===== src/rtl/uart_tx_flex_if.sv =====
// TX FIFO side of the flexible UART transmitter.
// Carries push data/strobes, flush, and FIFO status back.
interface uart_tx_flex_if #(
  parameter int DATA_MAX   = 9,
  parameter int FIFO_DEPTH = 16
);
  logic [DATA_MAX-1:0]         data_i;
  logic                        write_i;
  logic                        flush_i;
  logic                        fifo_empty_o;
  logic                        fifo_full_o;
  logic [$clog2(FIFO_DEPTH):0] fifo_count_o;
  logic                        overflow_o;

  modport master (
    output data_i, write_i, flush_i,
    input  fifo_empty_o, fifo_full_o,
    input  fifo_count_o, overflow_o
  );

  modport slave (
    input  data_i, write_i, flush_i,
    output fifo_empty_o, fifo_full_o,
    output fifo_count_o, overflow_o
  );
endinterface


===== src/rtl/uart_tx_flex.sv =====
// UART transmitter: FWFT TX FIFO + frame serialiser with parity,
// CTS flow control and break. Ports: clk_i/rst_n_i, tick, config, bus, line.
module uart_tx_flex #(
  parameter int OVERSAMPLE = 16,
  parameter int DATA_MAX   = 9,
  parameter int FIFO_DEPTH = 16,
  parameter int BREAK_BITS = 13
) (
  input  logic          clk_i,
  input  logic          rst_n_i,
  input  logic          enable_i,
  input  logic          ov_baud_rt_i,
  input  logic [3:0]    data_width_i,
  input  logic [2:0]    parity_mode_i,
  input  logic          stop_bits_i,
  input  logic          stream_mode_i,
  input  logic          cts_n_i,
  input  logic          break_i,
  uart_tx_flex_if.slave bus,
  output logic          tx_o,
  output logic          tx_done_o,
  output logic          break_done_o,
  output logic          tx_idle_o
);
  localparam int AW = $clog2(FIFO_DEPTH);
  localparam int TW = $clog2(OVERSAMPLE);
  localparam int BW = $clog2(BREAK_BITS + DATA_MAX + 1);

  localparam logic [AW:0]   FULL_C = (AW+1)'(FIFO_DEPTH);
  localparam logic [TW-1:0] TLAST  = TW'(OVERSAMPLE - 1);
  localparam logic [BW-1:0] BLAST  = BW'(BREAK_BITS - 1);
  localparam logic [3:0]    WMAX   = 4'(DATA_MAX);

  typedef enum logic [2:0] {
    IDLE, START, DATA, PARITY, STOP, BREAK
  } state_e;

  state_e state_q, state_d;

  logic [DATA_MAX-1:0] mem_q [FIFO_DEPTH];
  logic [AW:0]         wr_q, rd_q, cnt;
  logic                empty, full, push, pop;
  logic                ovf_q;

  logic [TW-1:0]       tick_q;
  logic [BW-1:0]       bit_q;
  logic                hold_q;
  logic [DATA_MAX-1:0] sh_q;
  logic [3:0]          width_q, width_c;
  logic [2:0]          pmode_q;
  logic                stop2_q, par_q;
  logic                tick_end, has_par, pbit;

  logic line_c, done_c, bdone_c;
  logic tx_q, done_q, bdone_q;

  // ---------------- FIFO ----------------
  assign cnt   = wr_q - rd_q;
  assign empty = (cnt == '0);
  assign full  = (cnt == FULL_C);
  assign push  = bus.write_i && !bus.flush_i && !full;

  always_ff @(posedge clk_i) begin
    if (push) mem_q[wr_q[AW-1:0]] <= bus.data_i;
  end

  always_ff @(posedge clk_i or negedge rst_n_i) begin
    if (!rst_n_i) begin
      wr_q  <= '0;
      rd_q  <= '0;
      ovf_q <= 1'b0;
    end else begin
      // full is judged before any pop this cycle
      ovf_q <= bus.write_i && !bus.flush_i && full;
      if (bus.flush_i) begin
        wr_q <= '0;
        rd_q <= '0;
      end else begin
        if (push) wr_q <= wr_q + 1'b1;
        if (pop)  rd_q <= rd_q + 1'b1;
      end
    end
  end

  assign bus.fifo_empty_o = empty;
  assign bus.fifo_full_o  = full;
  assign bus.fifo_count_o = cnt;
  assign bus.overflow_o   = ovf_q;

  // ---------------- config ----------------
  always_comb begin
    width_c = data_width_i;
    if (data_width_i < 4'd5)    width_c = 4'd5;
    else if (data_width_i > WMAX) width_c = WMAX;
  end

  assign tick_end = ov_baud_rt_i && (tick_q == TLAST);
  assign has_par  = (pmode_q >= 3'd1) && (pmode_q <= 3'd4);

  always_comb begin
    pbit = 1'b1;
    unique case (pmode_q)
      3'd1:    pbit = par_q;
      3'd2:    pbit = ~par_q;
      3'd3:    pbit = 1'b1;
      3'd4:    pbit = 1'b0;
      default: pbit = 1'b1;
    endcase
  end

  // ---------------- FSM ----------------
  always_ff @(posedge clk_i or negedge rst_n_i) begin
    if (!rst_n_i) state_q <= IDLE;
    else          state_q <= state_d;
  end

  always_comb begin
    state_d = state_q;
    pop     = 1'b0;
    line_c  = 1'b1;
    done_c  = 1'b0;
    bdone_c = 1'b0;
    unique case (state_q)
      IDLE: begin
        if (break_i) begin
          state_d = BREAK;
        end else if (!empty && enable_i && !cts_n_i) begin
          state_d = START;
          pop     = 1'b1;
        end
      end
      START: begin
        line_c = 1'b0;
        if (tick_end) state_d = DATA;
      end
      DATA: begin
        line_c = sh_q[0];
        if (tick_end && bit_q == BW'(width_q - 4'd1))
          state_d = has_par ? PARITY : STOP;
      end
      PARITY: begin
        line_c = pbit;
        if (tick_end) state_d = STOP;
      end
      STOP: begin
        line_c = 1'b1;
        if (tick_end && bit_q == BW'(stop2_q)) begin
          state_d = IDLE;
          done_c  = !stream_mode_i || empty;
        end
      end
      BREAK: begin
        line_c = hold_q;
        if (hold_q && !break_i) begin
          state_d = IDLE;
          bdone_c = 1'b1;
        end
      end
      default: state_d = IDLE;
    endcase
  end

  // ---------------- datapath ----------------
  always_ff @(posedge clk_i or negedge rst_n_i) begin
    if (!rst_n_i) begin
      tick_q  <= '0;
      bit_q   <= '0;
      hold_q  <= 1'b0;
      sh_q    <= '0;
      width_q <= 4'd5;
      pmode_q <= 3'd0;
      stop2_q <= 1'b0;
      par_q   <= 1'b0;
    end else begin
      if (state_q == IDLE) tick_q <= '0;
      else if (ov_baud_rt_i) tick_q <= tick_end ? '0 : tick_q + 1'b1;

      if (state_d != state_q)     bit_q <= '0;
      else if (tick_end && !hold_q) bit_q <= bit_q + 1'b1;

      // break low phase done: line released until break_i drops
      hold_q <= (state_q == BREAK) &&
                (hold_q || (tick_end && bit_q == BLAST));

      if (pop) begin
        sh_q    <= mem_q[rd_q[AW-1:0]];
        width_q <= width_c;
        pmode_q <= parity_mode_i;
        stop2_q <= stop_bits_i;
        par_q   <= 1'b0;
      end else if (state_q == DATA && tick_end) begin
        sh_q  <= {1'b0, sh_q[DATA_MAX-1:1]};
        par_q <= par_q ^ sh_q[0];
      end
    end
  end

  always_ff @(posedge clk_i or negedge rst_n_i) begin
    if (!rst_n_i) begin
      tx_q    <= 1'b1;
      done_q  <= 1'b0;
      bdone_q <= 1'b0;
    end else begin
      tx_q    <= line_c;
      done_q  <= done_c;
      bdone_q <= bdone_c;
    end
  end

  assign tx_o         = tx_q;
  assign tx_done_o    = done_q;
  assign break_done_o = bdone_q;
  assign tx_idle_o    = (state_q == IDLE);
endmodule


===== src/flat_wrapper.sv =====
// flat-port wrapper written by rule: the top's interface ports become plain ports
module uart_tx_flex_flat 
#(
  parameter int OVERSAMPLE = 16,
  parameter int DATA_MAX   = 9,
  parameter int FIFO_DEPTH = 16,
  parameter int BREAK_BITS = 13
)
  (clk_i, rst_n_i, enable_i, ov_baud_rt_i, data_width_i, parity_mode_i, stop_bits_i, stream_mode_i, cts_n_i, break_i, tx_o, tx_done_o, break_done_o, tx_idle_o, bus_data_i, bus_write_i, bus_flush_i, bus_fifo_empty_o, bus_fifo_full_o, bus_fifo_count_o, bus_overflow_o);
  uart_tx_flex_if #(.DATA_MAX(DATA_MAX), .FIFO_DEPTH(FIFO_DEPTH)) bus_i ();
  input  logic clk_i;
  input  logic rst_n_i;
  input  logic enable_i;
  input  logic ov_baud_rt_i;
  input  logic [3:0] data_width_i;
  input  logic [2:0] parity_mode_i;
  input  logic stop_bits_i;
  input  logic stream_mode_i;
  input  logic cts_n_i;
  input  logic break_i;
  output logic tx_o;
  output logic tx_done_o;
  output logic break_done_o;
  output logic tx_idle_o;
  input wire logic [$bits(bus_i.data_i)-1:0] bus_data_i;
  input wire logic [$bits(bus_i.write_i)-1:0] bus_write_i;
  input wire logic [$bits(bus_i.flush_i)-1:0] bus_flush_i;
  output wire logic [$bits(bus_i.fifo_empty_o)-1:0] bus_fifo_empty_o;
  output wire logic [$bits(bus_i.fifo_full_o)-1:0] bus_fifo_full_o;
  output wire logic [$bits(bus_i.fifo_count_o)-1:0] bus_fifo_count_o;
  output wire logic [$bits(bus_i.overflow_o)-1:0] bus_overflow_o;
  assign bus_i.data_i = bus_data_i;
  assign bus_i.write_i = bus_write_i;
  assign bus_i.flush_i = bus_flush_i;
  assign bus_fifo_empty_o = bus_i.fifo_empty_o;
  assign bus_fifo_full_o = bus_i.fifo_full_o;
  assign bus_fifo_count_o = bus_i.fifo_count_o;
  assign bus_overflow_o = bus_i.overflow_o;
  uart_tx_flex #(.OVERSAMPLE(OVERSAMPLE), .DATA_MAX(DATA_MAX), .FIFO_DEPTH(FIFO_DEPTH), .BREAK_BITS(BREAK_BITS)) u_core (.clk_i(clk_i), .rst_n_i(rst_n_i), .enable_i(enable_i), .ov_baud_rt_i(ov_baud_rt_i), .data_width_i(data_width_i), .parity_mode_i(parity_mode_i), .stop_bits_i(stop_bits_i), .stream_mode_i(stream_mode_i), .cts_n_i(cts_n_i), .break_i(break_i), .bus(bus_i), .tx_o(tx_o), .tx_done_o(tx_done_o), .break_done_o(break_done_o), .tx_idle_o(tx_idle_o));
endmodule

===== config.mk =====
export PLATFORM = sky130hd
export DESIGN_NAME = uart_tx_flex_flat
export DESIGN_NICKNAME = d
export VERILOG_FILES = /design/src/rtl/uart_tx_flex_if.sv /design/src/rtl/uart_tx_flex.sv /design/src/flat_wrapper.sv
export SDC_FILE = /design/constraint.sdc
export NUM_CORES = 1
export LEC_CHECK = 0
export BUFFER_PORTS_ARGS = -buffer_cell sky130_fd_sc_hd__buf_2
export CORE_UTILIZATION = 55
export DETAILED_ROUTE_END_ITERATION = 8
export HOLD_SLACK_MARGIN = 0.06
export MAX_ROUTING_LAYER = met4
export PLACE_DENSITY = 0.76
export SYNTH_ARGS = -nofsm -noshare
export SYNTH_HDL_FRONTEND = slang
export SYNTH_SLANG_ARGS = --single-unit

===== constraint.sdc =====
create_clock -name clk_i -period 3.4 [get_ports clk_i]
set_input_delay 0.85 -clock clk_i [delete_from_list [all_inputs] [get_ports clk_i]]
set_output_delay 0.85 -clock clk_i [all_outputs]
set_load 0.05 [all_outputs]

Yosys cells after proc, flatten, opt, wreduce, memory -nomap -nowiden
Memory sizes are Yosys's and may differ from the RTL's.
Cells that the tools add are included.

storage, ports and cells
  output and inout bits = 12
  memories = 1
  bits of input ports = 26
  bits in registers = 45
  memory bits (writable) = 144

memory list
  memory        words  width  rd ports  clocked after Yosys merged registers in  wr ports  line                source
  u_core.mem_q  16     9      1         0                                        1         uart_tx_flex.sv:40  logic [DATA_MAX-1:0] mem_q [FIFO_DEPTH];

operators by class
  order comparisons = 4
  equality and inequality tests = 14
  bitwise operators = 2
  add/sub/neg operators = 6
  reduce and logical (&&, ||, !) cells = 30
  multiplexer cells = 35

operators by type and width
  cell                   count
  $mux W5                6
  $mux W3                8
  $mux W4                5
  $mux W9                2
  $pmux W3 S6            1
  $add A5 B1 Y5 const B  3
  $logic_and A1 B1 Y1    14
  $mux W1                11
  $reduce_bool A2 Y1     5
  $eq A3 B2 Y1 const B   3
  $eq A3 B3 Y1 const B   3
  $logic_not A1 Y1       7
  $eq A3 B1 Y1 const B   2
  $eq A5 B1 Y1           1
  $eq A5 B4 Y1 const B   1
  $eq A5 B5 Y1           1
  $eq A5 B5 Y1 const B   1
  $logic_not A5 Y1       1
  $sub A4 B1 Y5 const B  1
  $sub A5 B5 Y5          1
  $add A4 B1 Y4 const B  1
  $eq A4 B4 Y1 const B   1
  $gt A4 B4 Y1 const B   1
  $lt A4 B3 Y1 const B   1
  9 further kinds        10

Longest topological paths before layout
Gate-level depths: netlist of run 1.

  depth in word-level cells = 10
  gate-level depth with buffers = 11
  gate-level depth less buffers = 10

Worst setup path after synthesis of run 1
No wires, ideal clock.

  path type = register to register
  start = register u_core.rd_q[1]
  end = memory u_core.mem_q[11][0] (enable)
  stages on the path, launching flop included = 11
  setup slack = -0.558 ns
  required time = 3.062 ns
  setup time = 0.338 ns
  arrival time = 3.620 ns
  path through = dfrtp_1 > buf_2 > buf_1 > inv_1 > fa_1 > xor2_1 > nand4b_1 > a211oi_4 > nor2_1 > clkbuf_1 > and3_1

on the way
  longest elaborated chain between the ends = 6

RTL lines
  element                        line                source
  start: declaration             uart_tx_flex.sv:41  logic [AW:0] wr_q, rd_q, cnt;
  start signal: assignment       uart_tx_flex.sv:80  if (pop) rd_q <= rd_q + 1'b1;
  $sub A5 B5 Y5                  uart_tx_flex.sv:58  assign cnt = wr_q - rd_q;
  via bus_fifo_count_o[2]        flat_wrapper.sv:30  output wire logic [$bits(bus_i.fifo_count_o)-1:0] bus_fifo_count_o;
  $eq A5 B5 Y1                   uart_tx_flex.sv:60  assign full = (cnt == FULL_C);
  via bus_fifo_full_o            flat_wrapper.sv:29  output wire logic [$bits(bus_i.fifo_full_o)-1:0] bus_fifo_full_o;
  $logic_not A1 Y1               uart_tx_flex.sv:61  assign push = bus.write_i && !bus.flush_i && !full;
  $logic_and A1 B1 Y1            uart_tx_flex.sv:61
  $mux W1                        uart_tx_flex.sv:64  if (push) mem_q[wr_q[AW-1:0]] <= bus.data_i;
  $mux W1 (implied by the code)  uart_tx_flex.sv:64
  end: declaration               uart_tx_flex.sv:40

The timed path passes the listed nets, and every way through them passes these cells.

Worst setup path after layout of run 1
  start = register u_core.wr_q[0]
  end = output port bus_fifo_full_o

on the way
  longest elaborated chain between the ends = 2

RTL lines
  element                   line                source
  start: declaration        uart_tx_flex.sv:41
  start signal: assignment  uart_tx_flex.sv:79  if (push) wr_q <= wr_q + 1'b1;
  $sub A5 B5 Y5             uart_tx_flex.sv:58
  $eq A5 B5 Y1              uart_tx_flex.sv:60
  end: declaration          flat_wrapper.sv:29

Every way passes these cells.

==> impl_metrics.yaml, run 1 <==
status:
  status: "complete, but fails checks"
  violations: "setup timing"
clocking:
  root_buffer: "clkbuf_16"
  hold_buffers: 0
  cts_sinks: 189
  h-tree-depth: 4
  insertion_delay_ns: 0.44
  clock_tree.buffer_depth: 2
  numCtsBuffers: 17
  clk_pin_slew_ns: 0.07
  cts_tree: "built"
drt:
  drtIter0Drc: 400
  wirelength_microns: 17800
  route.detailed.drc: 0
  drt_first_pass_iters: 7
  dr_total_vias: 4827
  avgViaCountPerCell: 6.44
  drtAntennaViolNets: 0
  wl_per_cell_microns: 23.7
worst_setup_path:
  timing.rr.end: "u_core.mem_q[15][8]"
  critical_path_arrival_ns: 2.56
  crit_start: "u_core.wr_q[0]"
  ff2ff_setup_slack_ns: 0.35
  crit_end: "bus_fifo_full_o"
  start_kind: "flip-flop"
  worstSetupEndpointType: "primary output"
  worstPathMaxFanout: 3
  ff2ff_path_depth: 10
  cp_data_required_time_ns: 2.55
  worstSetupPathType: "flip-flop to primary output"
  regToRegStartpoint: "u_core.wr_q[0]"
floorplanning:
  die_area_sq_um: 15700
  die_w_microns: 125
  die_h_microns: 125
  num_io_pins: 38
  core-area_sq_um: 14700
  initial_core_util_pct: 56.8
  core.rowCount: 44
synthesis:
  synth_nets: 549
  ys_seq_area_share_pct: 65.3
  netlist_area_sq_um: 8350
  synth.avg_cell_area_sq_um: 16.4
  ys_warn_count: 0
  async_flop_share_pct: 23.8
  ys_types: 64
  synth_top_area_share_pct: 51.8
  synth.ff_latch_count: 189
  synth_top_cell_by_area: "edfxtp_1"
  synth_enable_flop_cells: 144
  synthTopCellsByArea: "edfxtp_1 52%, dfrtp_1 13%, mux4_2 12%, ha_1 1.9%, mux2i_1 1.6%"
  synth-main-ff-cell: "edfxtp_1"
  syn_inst: 509
sta:
  setup_viol: 1
  relSlewSlack_pct: 31.1
  slew_viol_final: 0
  rsz0062_at_grt: "true"
  fin_crit_sh_pct: 100
  tightest_slew_ns: 1.03
  fin_ws_ns: -0.0148
  max_freq_mhz: 293
  fin_crit_ns: 3.41
  skew_ns: 0.0137
  final-hold-violation-count: 0
grt:
  grt_pass1_wl_microns: 28400
  antenna_found_initial: 0
  use_met1_pct: 31.9
  grt_max_degree: 46
  grt_busiest_layer: "met2"
  overflow: 0
  use_met3_pct: 4.79
  grtUsageMet2_pct: 41.1
  grt_usage_pct: 25.6
  grt_pass1_vias: 5050
place:
  dp_slack_ns: 0.144
  routabilityCongestion: 0.853
  portBuffers: 37
  place_inst: 715
  hpwlAfterDp_microns: 11600
min_path:
  hold_class: "flip-flop to flip-flop"
  holdCritStartpoint: "u_core.sh_q[8]"
final_layout:
  stdcell_count: 750
  area_growth_pct: 12.8
  drive_gt1_share_pct: 30.2
  nFillCells: 1023
  diodes: 0
  nNetsFinal: 593
power:
  p_leak_nw: 3.41
  p_per_area_nw_per_um2: 538
  max-vdd-ir-drop_v: 0.000460
flow_run:
  cap_violations: 0
==> synth_stat cells, types with 2 or more instances <==
cell and number:
nor2b_1 4, inv_1 18, a21oi_1 18, buf_1 3
dfrtp_1 42, and3_1 17, or4_1 3, o21ai_1 2
edfxtp_1 144, nor2_1 29, nand3_1 9, nand2_1 13
buf_2 6, nand4_1 13, and2_1 2, mux4_2 44
or2_2 2, nor3_1 2, o32ai_1 2, nand2b_1 4
and4_1 2, nand4b_1 3, xnor2_1 7, nand3b_1 4
buf_4 4, dfstp_2 3, a2111oi_1 5, clkbuf_1 10
a31oi_1 2, xor2_1 9, mux2_2 10, mux2i_1 13
nor4_1 3, nor3b_1 3, a41oi_1 3, o31ai_1 4
o21ai_0 8, ha_1 13
==> kinds of logic (layout without fill, tap and decap cells) <==
group / after synthesis / in the layout / synth area share [%]
flip-flops: 189 / 189 / 65.3
XOR/XNOR: 16 / 16 / 1.68
multiplexers: 67 / 67 / 14.8
buffers and inverters: 43 / 100 / 2.29
adder cells (fa/ha/maj): 14 / 14 / 2.19
AO/OA/AOI/OAI: 57 / 57 / 5.17
AND/OR/NAND/NOR: 123 / 123 / 8.56
==> registers in the layout, summed over array words and instances (netlist names) <==
register	flops
u_core.wr_q	5
u_core.state_q	3
u_core.hold_q	1
u_core.mem_q	144
u_core.par_q	1
u_core.sh_q	9
u_core.bit_q	5
u_core.tx_o	1
u_core.rd_q	5
u_core.tick_q	4
u_core.width_q	4
u_core.break_done_o	1
u_core.bus.overflow_o	1
u_core.tx_done_o	1
u_core.pmode_q	3
u_core.stop2_q	1
==> area by class of cell <==
class	count	area, sq um	share of cell area (%)
flip-flops and latches	189	5460	58.0
multi-input cells	277	2750	29.2
clock buffers	17	425	4.52
repair buffers	49	292	3.10
well taps	184	230	2.45
clock inverters	15	189	2.01
inverters	19	76.3	0.811
==> worst max-delay path, cell delays in order (launching register included) <==
cell      delay, ns
dfrtp_2        0.42
inv_2          0.08
ha_4           0.14
inv_2          0.03
fa_2           0.44
nand3b_1       0.18
a211o_1        0.30
a211oi_4       0.33
buf_6          0.21
==> placed cells by master, fill, tap and decap left out, types with 4 or more instances in the layout <==
| master | n |
|---|---|
| a2111oi_1 | 5 |
| a21oi_1 | 18 |
| and3_1 | 7 |
| and3_2 | 10 |
| buf_2 | 35 |
| buf_4 | 12 |
| clkbuf_16 | 17 |
| dfrtp_1 | 40 |
| edfxtp_1 | 144 |
| ha_1 | 12 |
| inv_1 | 15 |
| inv_6 | 4 |
| inv_8 | 6 |
| mux2_2 | 10 |
| mux2i_1 | 13 |
| mux4_2 | 44 |
| nand2_1 | 13 |
| nand2b_1 | 4 |
| nand3_1 | 9 |
| nand3b_1 | 4 |
| nand4_1 | 13 |
| nor2_1 | 28 |
| nor2b_1 | 4 |
| o21ai_0 | 8 |
| o31ai_1 | 4 |
| xnor2_1 | 7 |
| xor2_1 | 8 |
==> repair_timing <==
action	CTS	global route
endpoints found under the setup margin	2	2
gates cloned	0	0
endpoints found under the hold margin	0	0
pin swaps	5	2
buffers inserted	2	1
gates resized for setup	13	0
==> metal layers <==
metal	vias to the layer above	wire (microns)
li1	2118	-
met1	2494	7100
met2	180	9160
met3	35	1030
met4	0	531
met5	-	0
==> where the power goes <==
group / switching (mW) / internal [mW]
Clock: 0.970 / 1.07
Sequential: 0.0781 / 2.54
Combinational: 0.253 / 0.158
==> worst min path at each step <==
stage / cells past startpoint / slack, ns / to
6_report: 2 / 0.53 / u_core.sh_q[7]
5_1_grt: 2 / 0.55 / u_core.sh_q[8]
4_1_cts: 2 / 0.53 / u_core.sh_q[7]
3_5_place_dp: 2 / 0.51 / u_core.sh_q[7]
3_3_place_gp: 2 / 0.49 / u_core.sh_q[7]
2_1_floorplan: 1 / 0.47 / u_core.wr_q[4]
==> per-stage QoR <==
step | total power, mW | util (%) | hold slack (ns) | TNS [ns] | cell area, sq um
after floorplan | 2.90 | - | 0.466 | 0 | 8380
after global placement | 3.02 | 59.4 | 0.492 | 0 | 8740
after detailed placement | 3.06 | 59.4 | 0.513 | 0 | 8740
after CTS | 5.09 | 64.0 | 0.527 | -0.0209 | 9410
after global routing | 5.22 | 64.0 | 0.550 | -0.0957 | 9410
final | 5.07 | 64.0 | 0.528 | -0.0148 | 9410
Power figures use the tool's default switching activity.
==> inputs of run 2 (changes only) <==
--- a/config.mk
+++ b/config.mk
@@ -10,7 +10,7 @@
 export DETAILED_ROUTE_END_ITERATION = 8
 export HOLD_SLACK_MARGIN = 0.06
 export MAX_ROUTING_LAYER = met4
-export PLACE_DENSITY = 0.76
+export PLACE_DENSITY = 0.73
 export SYNTH_ARGS = -nofsm -noshare
 export SYNTH_HDL_FRONTEND = slang
 export SYNTH_SLANG_ARGS = --single-unit
==> constraint.sdc (replaced) <==
create_clock -name clk_i -period 4.39 [get_ports clk_i]
set_input_delay 1.0975 -clock clk_i [delete_from_list [all_inputs] [get_ports clk_i]]
set_output_delay 1.0975 -clock clk_i [all_outputs]
set_load 0.05 [all_outputs]
==> run 2 against run 1 <==
Net effect: the run ends with DRC left; sequential cell count unchanged; total power is 26% lower; sequential power decreased by 23%.
==> impl_metrics.yaml, run 2 (synthesis results as in run 1) <==
status:
  status: "complete, but fails checks"
  violations: "DRC"
drt:
  drt_first_pass_iters: 7
  drtIter0Drc: 436
  drtAntennaViolNets: 0
  avgViaCountPerCell: 6.31
  route.detailed.drc: 10
  dr_total_vias: 4681
  wirelength_microns: 16800
  wl_per_cell_microns: 22.6
final_layout:
  final_cell_mix: "144 x edfxtp_1, 44 x mux4_2, 41 x dfrtp_1, 37 x buf_2, 29 x nor2_1"
  fin_util_pct: 62.7
  nNetsFinal: 586
  diodes: 0
  multi_input_area_sq_um: 2700
  nFillCells: 1048
  drive_gt1_share_pct: 25.4
  largest_reg_flops: 144
  regArea_sq_um: 5460
  layout_commonest_cell: "edfxtp_1"
  area_growth_pct: 10.4
power:
  power.share.combinational_pct: 7.7
  max-vdd-ir-drop_v: 0.000400
  sequentialPowerShare_pct: 54.3
  swShare_pct: 24.5
  finalPower_mw: 3.73
  p_int_mw: 2.82
  power.switching_mw: 0.912
  clockPowerShare_pct: 38.0
  p_per_area_nw_per_um2: 404
  p_leak_nw: 3.33
clocking:
  numCtsBuffers: 17
  root_buffer: "clkbuf_16"
  h-tree-depth: 4
  clock_tree.buffer_depth: 2
  clk_pin_slew_ns: 0.07
  hold_buffers: 0
  cts_tree: "built"
  cts-resized-gates: 0
  cts_sinks: 189
  cts_setup_buffers: 0
  insertion_delay_ns: 0.44
sta:
  fin_crit_ns: 4.08
  setup_viol: 0
  max_freq_mhz: 245
  rsz0062_at_grt: "false"
  fin_crit_sh_pct: 92.9
  slew_viol_final: 0
  relSlewSlack_pct: 31.5
  tightest_slew_ns: 1.03
  skew_ns: 0.00967
  final-hold-violation-count: 0
  tns_ns: 0
worst_setup_path:
  cp_data_required_time_ns: 3.29
  critical_path_arrival_ns: 2.98
  slowest_stage: "fa_1"
  worstPathMaxFanout: 10
  cp_common_cell: "inv_1"
  critPathMaxStageDelay_ns: 0.48
  cp_cell_sequence: "inv_1, ha_1, inv_1, fa_1, nor3b_1, nand4b_1, a211oi_4, buf_2"
  start_kind: "flip-flop"
  worstSetupPathType: "flip-flop to primary output"
  worstSetupEndpointType: "primary output"
place:
  routabilityCongestion: 0.827
  hpwlAfterDp_microns: 11200
  portBuffers: 37
floorplanning:
  die_area_sq_um: 15700
  num_io_pins: 38
  die_w_microns: 125
  die_h_microns: 125
  core-area_sq_um: 14700
  core.rowCount: 44
  initial_core_util_pct: 56.8
flow_run:
  cap_violations: 0
grt:
  overflow: 0
  grt_usage_pct: 24.0
  grt_pass1_vias: 4617
  grt_pass1_wl_microns: 26700
  grt_max_degree: 46
  antenna_found_initial: 0
min_path:
  hold_class: "flip-flop to flip-flop"
==> run 2: changes by cell type in the layout (fill, tap and decap cells not counted), sizes merged <==
cell	previous run	this run
clkinvlp	1	3
bufinv	1	0
buf	49	42
inv	28	25
clkbuf	17	18
==> run 2: path summary, 6_finish.rpt <==
path	from	to	slack, ns	cells past startpoint
setup / recovery	u_core.wr_q[0]	bus_fifo_full_o	0.31	8
min in group asynchronous	rst_n_i	u_core.bus.overflow_o	0.83	1
setup reg to reg	u_core.wr_q[0]	u_core.width_q[3]	1.12	10
max in group asynchronous	rst_n_i	u_core.rd_q[0]	2.86	1
hold reg to reg	u_core.sh_q[8]	u_core.sh_q[7]	0.51	2
hold / removal	u_core.sh_q[8]	u_core.sh_q[7]	0.51	2
==> run 2: power by group through the flow <==
| stage | Clock [mW] | Sequential, mW | Combinational (mW) |
|---|---|---|---|
| after floorplan | 0 | 2.04 | 0.204 |
| after global placement | 0 | 2.06 | 0.272 |
| after detailed placement | 0 | 2.06 | 0.287 |
| after CTS | 1.43 | 2.02 | 0.289 |
| after global routing | 1.52 | 2.03 | 0.321 |
| final | 1.42 | 2.03 | 0.287 |
==> run 2: worst max-delay path: cells and delay by family (launching register included) <==
family | cells | cell delay [ns]
AOI/OAI and AO/OA | 1 | 0.48
adders and majority gates | 2 | 0.65
and+or+nand+nor | 2 | 0.47
DFF | 1 | 0.43
buffers and inverters | 3 | 0.52
==> run 2: final cells by class <==
| type | instances | area share (%) |
|---|---|---|
| multi-input cells | 277 | 29.3 |
| inverters | 19 | 0.774 |
| clock inverters | 13 | 1.18 |
| flip-flops and latches | 189 | 59.2 |
| repair buffers | 42 | 2.42 |
| well taps | 184 | 2.50 |
| clock buffers | 18 | 4.65 |
==> run 2: per-stage QoR <==
stage / setup WS (ns) / instance area, sq um / instances / hold WS, ns
floorplan: 0.318 / 8350 / 509 / 0.466
global route: 0.0550 / 9220 / 742 / 0.531
finish: 0.312 / 9220 / 742 / 0.514
detailed placement: 0.767 / 8680 / 711 / 0.507
global placement: 0.892 / 8680 / 711 / 0.489
CTS: 0.318 / 9220 / 742 / 0.519
==> run 2: per-layer routing <==
metal  GRT usage, %  vias to the layer above  share of wire [%]
li1               -                     2095                  -
met1           32.1                     2390                 42
met2           36.5                      176                 49
met3           6.63                       20                7.7
met4           6.60                        0                1.4
met5              -                        -                  0
==> inputs of run 3 (changes only) <==
--- a/config.mk
+++ b/config.mk
@@ -6,11 +6,13 @@
 export NUM_CORES = 1
 export LEC_CHECK = 0
 export BUFFER_PORTS_ARGS = -buffer_cell sky130_fd_sc_hd__buf_2
-export CORE_UTILIZATION = 55
+export CELL_PAD_IN_SITES_DETAIL_PLACEMENT = 2
+export CELL_PAD_IN_SITES_GLOBAL_PLACEMENT = 2
+export CORE_UTILIZATION = 46
 export DETAILED_ROUTE_END_ITERATION = 8
 export HOLD_SLACK_MARGIN = 0.06
 export MAX_ROUTING_LAYER = met4
-export PLACE_DENSITY = 0.73
+export PLACE_DENSITY = 0.8
 export SYNTH_ARGS = -nofsm -noshare
 export SYNTH_HDL_FRONTEND = slang
 export SYNTH_SLANG_ARGS = --single-unit
==> constraint.sdc (replaced) <==
create_clock -name clk_i -period 4.5 [get_ports clk_i]
set_input_delay 1.125 -clock clk_i [delete_from_list [all_inputs] [get_ports clk_i]]
set_output_delay 1.125 -clock clk_i [all_outputs]
set_load 0.05 [all_outputs]
==> run 3 against run 2 <==
Net effect: the run now ends clean; sequential share of layout area fell by 0.85 points; worst setup slack improved by 0.016 ns; critical path depth did not move; sequential power fell by 2%; global-route usage rose by 2.0 points; clock skew rose by 0.013 ns; die area rose by 19%; non-clock buffer count rose by 1; combinational power rose by 2%; highest routed layer unchanged; first-iteration DRC count fell by 36%; core utilization fell by 9.4 points; largest cell class unchanged; via count rose by 1.6%.
==> impl_metrics.yaml, run 3 (synthesis results as in run 1) <==
final_layout:
  largest_reg_flops: 144
  drive_gt1_share_pct: 26.1
  fin_area_sq_um: 9360
  diodes: 0
  nFillCells: 1576
  layout_commonest_cell: "edfxtp_1"
  final_cell_mix: "144 x edfxtp_1, 44 x mux4_2, 41 x dfrtp_1, 37 x buf_2, 29 x nor2_1"
  area_growth_pct: 12.1
  nNetsFinal: 587
drt:
  wirelength_microns: 21800
  avgViaCountPerCell: 6.06
  drtIter0Drc: 281
  drt_first_pass_iters: 4
  dr_total_vias: 4756
  route.detailed.drc: 0
  wl_per_cell_microns: 27.7
  drtAntennaViolNets: 0
floorplanning:
  die_h_microns: 137
  initial_core_util_pct: 47.6
  num_io_pins: 38
  core-area_sq_um: 17500
  core.rowCount: 48
  die_w_microns: 137
  die_area_sq_um: 18700
power:
  finalPower_mw: 3.84
  max-vdd-ir-drop_v: 0.000286
  p_per_area_nw_per_um2: 411
  p_leak_nw: 3.38
worst_setup_path:
  critPathMaxStageDelay_ns: 0.48
  slowest_stage: "a211oi_4"
  worstSetupEndpointType: "primary output"
  start_kind: "flip-flop"
  cp_cell_sequence: "inv_1, ha_1, inv_1, fa_1, nor3b_1, nand4b_1, a211oi_4, buf_2"
  critical_path_arrival_ns: 3.05
  worstSetupPathType: "flip-flop to primary output"
  cp_data_required_time_ns: 3.38
  worstPathMaxFanout: 10
  cp_common_cell: "inv_1"
grt:
  overflow: 0
  antenna_found_initial: 0
  grt_usage_pct: 26.1
  grt_pass1_vias: 5225
  grt_max_degree: 46
  grt_pass1_wl_microns: 32700
sta:
  skew_ns: 0.0230
  relSlewSlack_pct: 26.4
  slew_viol_final: 0
  tns_ns: 0
  max_freq_mhz: 240
  rsz0062_at_grt: "false"
  tightest_slew_ns: 1.10
  final-hold-violation-count: 0
  fin_crit_sh_pct: 92.7
  setup_viol: 0
  holdWs_ns: 0.524
  fin_crit_ns: 4.17
clocking:
  hold_buffers: 0
  cts_setup_buffers: 0
  cts_sinks: 189
  root_buffer: "clkbuf_16"
  numCtsBuffers: 17
  insertion_delay_ns: 0.45
  cts-resized-gates: 0
  clk_pin_slew_ns: 0.08
  cts_tree: "built"
  h-tree-depth: 4
  clock_tree.buffer_depth: 2
min_path:
  hold_class: "flip-flop to flip-flop"
flow_run:
  cap_violations: 0
place:
  hpwlAfterDp_microns: 14500
  portBuffers: 37
  dpl_cell_area_sq_um: 8740
  routabilityCongestion: 0.823
status:
  status: "finished, final reports clean"
==> run 3: cell types whose count changed in the layout (fill, tap and decap cells not counted), sizes merged <==
cell	delta
inv	+4
clkinvlp	-2
buf	+1
bufinv	+1
clkbuf	-1
clkinv	-1
==> run 3: path summary, 6_finish.rpt <==
check	startpoint	cells after the start	slack (ns)	end
max in group asynchronous	rst_n_i	1	2.86	u_core.rd_q[0]
min in group asynchronous	rst_n_i	1	0.90	u_core.rd_q[4]
worst max-delay path	u_core.wr_q[0]	8	0.33	bus_fifo_full_o
worst min-delay path	u_core.width_q[0]	2	0.52	u_core.width_q[0]
worst min register to register	u_core.width_q[0]	2	0.52	u_core.width_q[0]
worst max register to register	u_core.wr_q[0]	10	1.20	u_core.mem_q[10][7]
==> run 3: area by class of cell <==
| class | count | area, sq um | share of cell area [%] |
|---|---|---|---|
| clock buffers | 17 | 425 | 4.55 |
| flip-flops and latches | 189 | 5460 | 58.3 |
| well taps | 225 | 282 | 3.01 |
| repair buffers | 43 | 230 | 2.46 |
| inverters | 19 | 71.3 | 0.762 |
| multi-input cells | 277 | 2700 | 28.9 |
| clock inverters | 15 | 189 | 2.02 |
==> run 3: critical path: cells and delay by family, from the launching register on <==
family / cells / cell delay, ns
adders and majority gates: 2 / 0.65
DFF: 1 / 0.44
and+or+nand+nor: 2 / 0.49
buffers and inverters: 3 / 0.53
AOI/OAI and AO/OA: 1 / 0.48
==> run 3: power by group <==
part	switching (mW)	internal (mW)
Combinational	0.185	0.109
Sequential	0.0555	1.92
Clock	0.763	0.807
Total	1.00	2.84
==> run 3: layer usage <==
metal  share of wire [%]  GRT usage (%)
met5                   0              -
met4                 2.1           10.2
met3                 3.1           4.30
met2                  53           44.4
met1                  41           31.0
==> run 3: per-stage QoR <==
stage | setup WS, ns | util (%) | instances
final | 0.327 | 53.3 | 785
after global routing | 0.200 | 53.3 | 785
after CTS | 0.329 | 53.3 | 785
after detailed placement | 0.799 | 49.8 | 753
after global placement | 0.946 | 49.8 | 753
after floorplan | 0.401 | - | 509
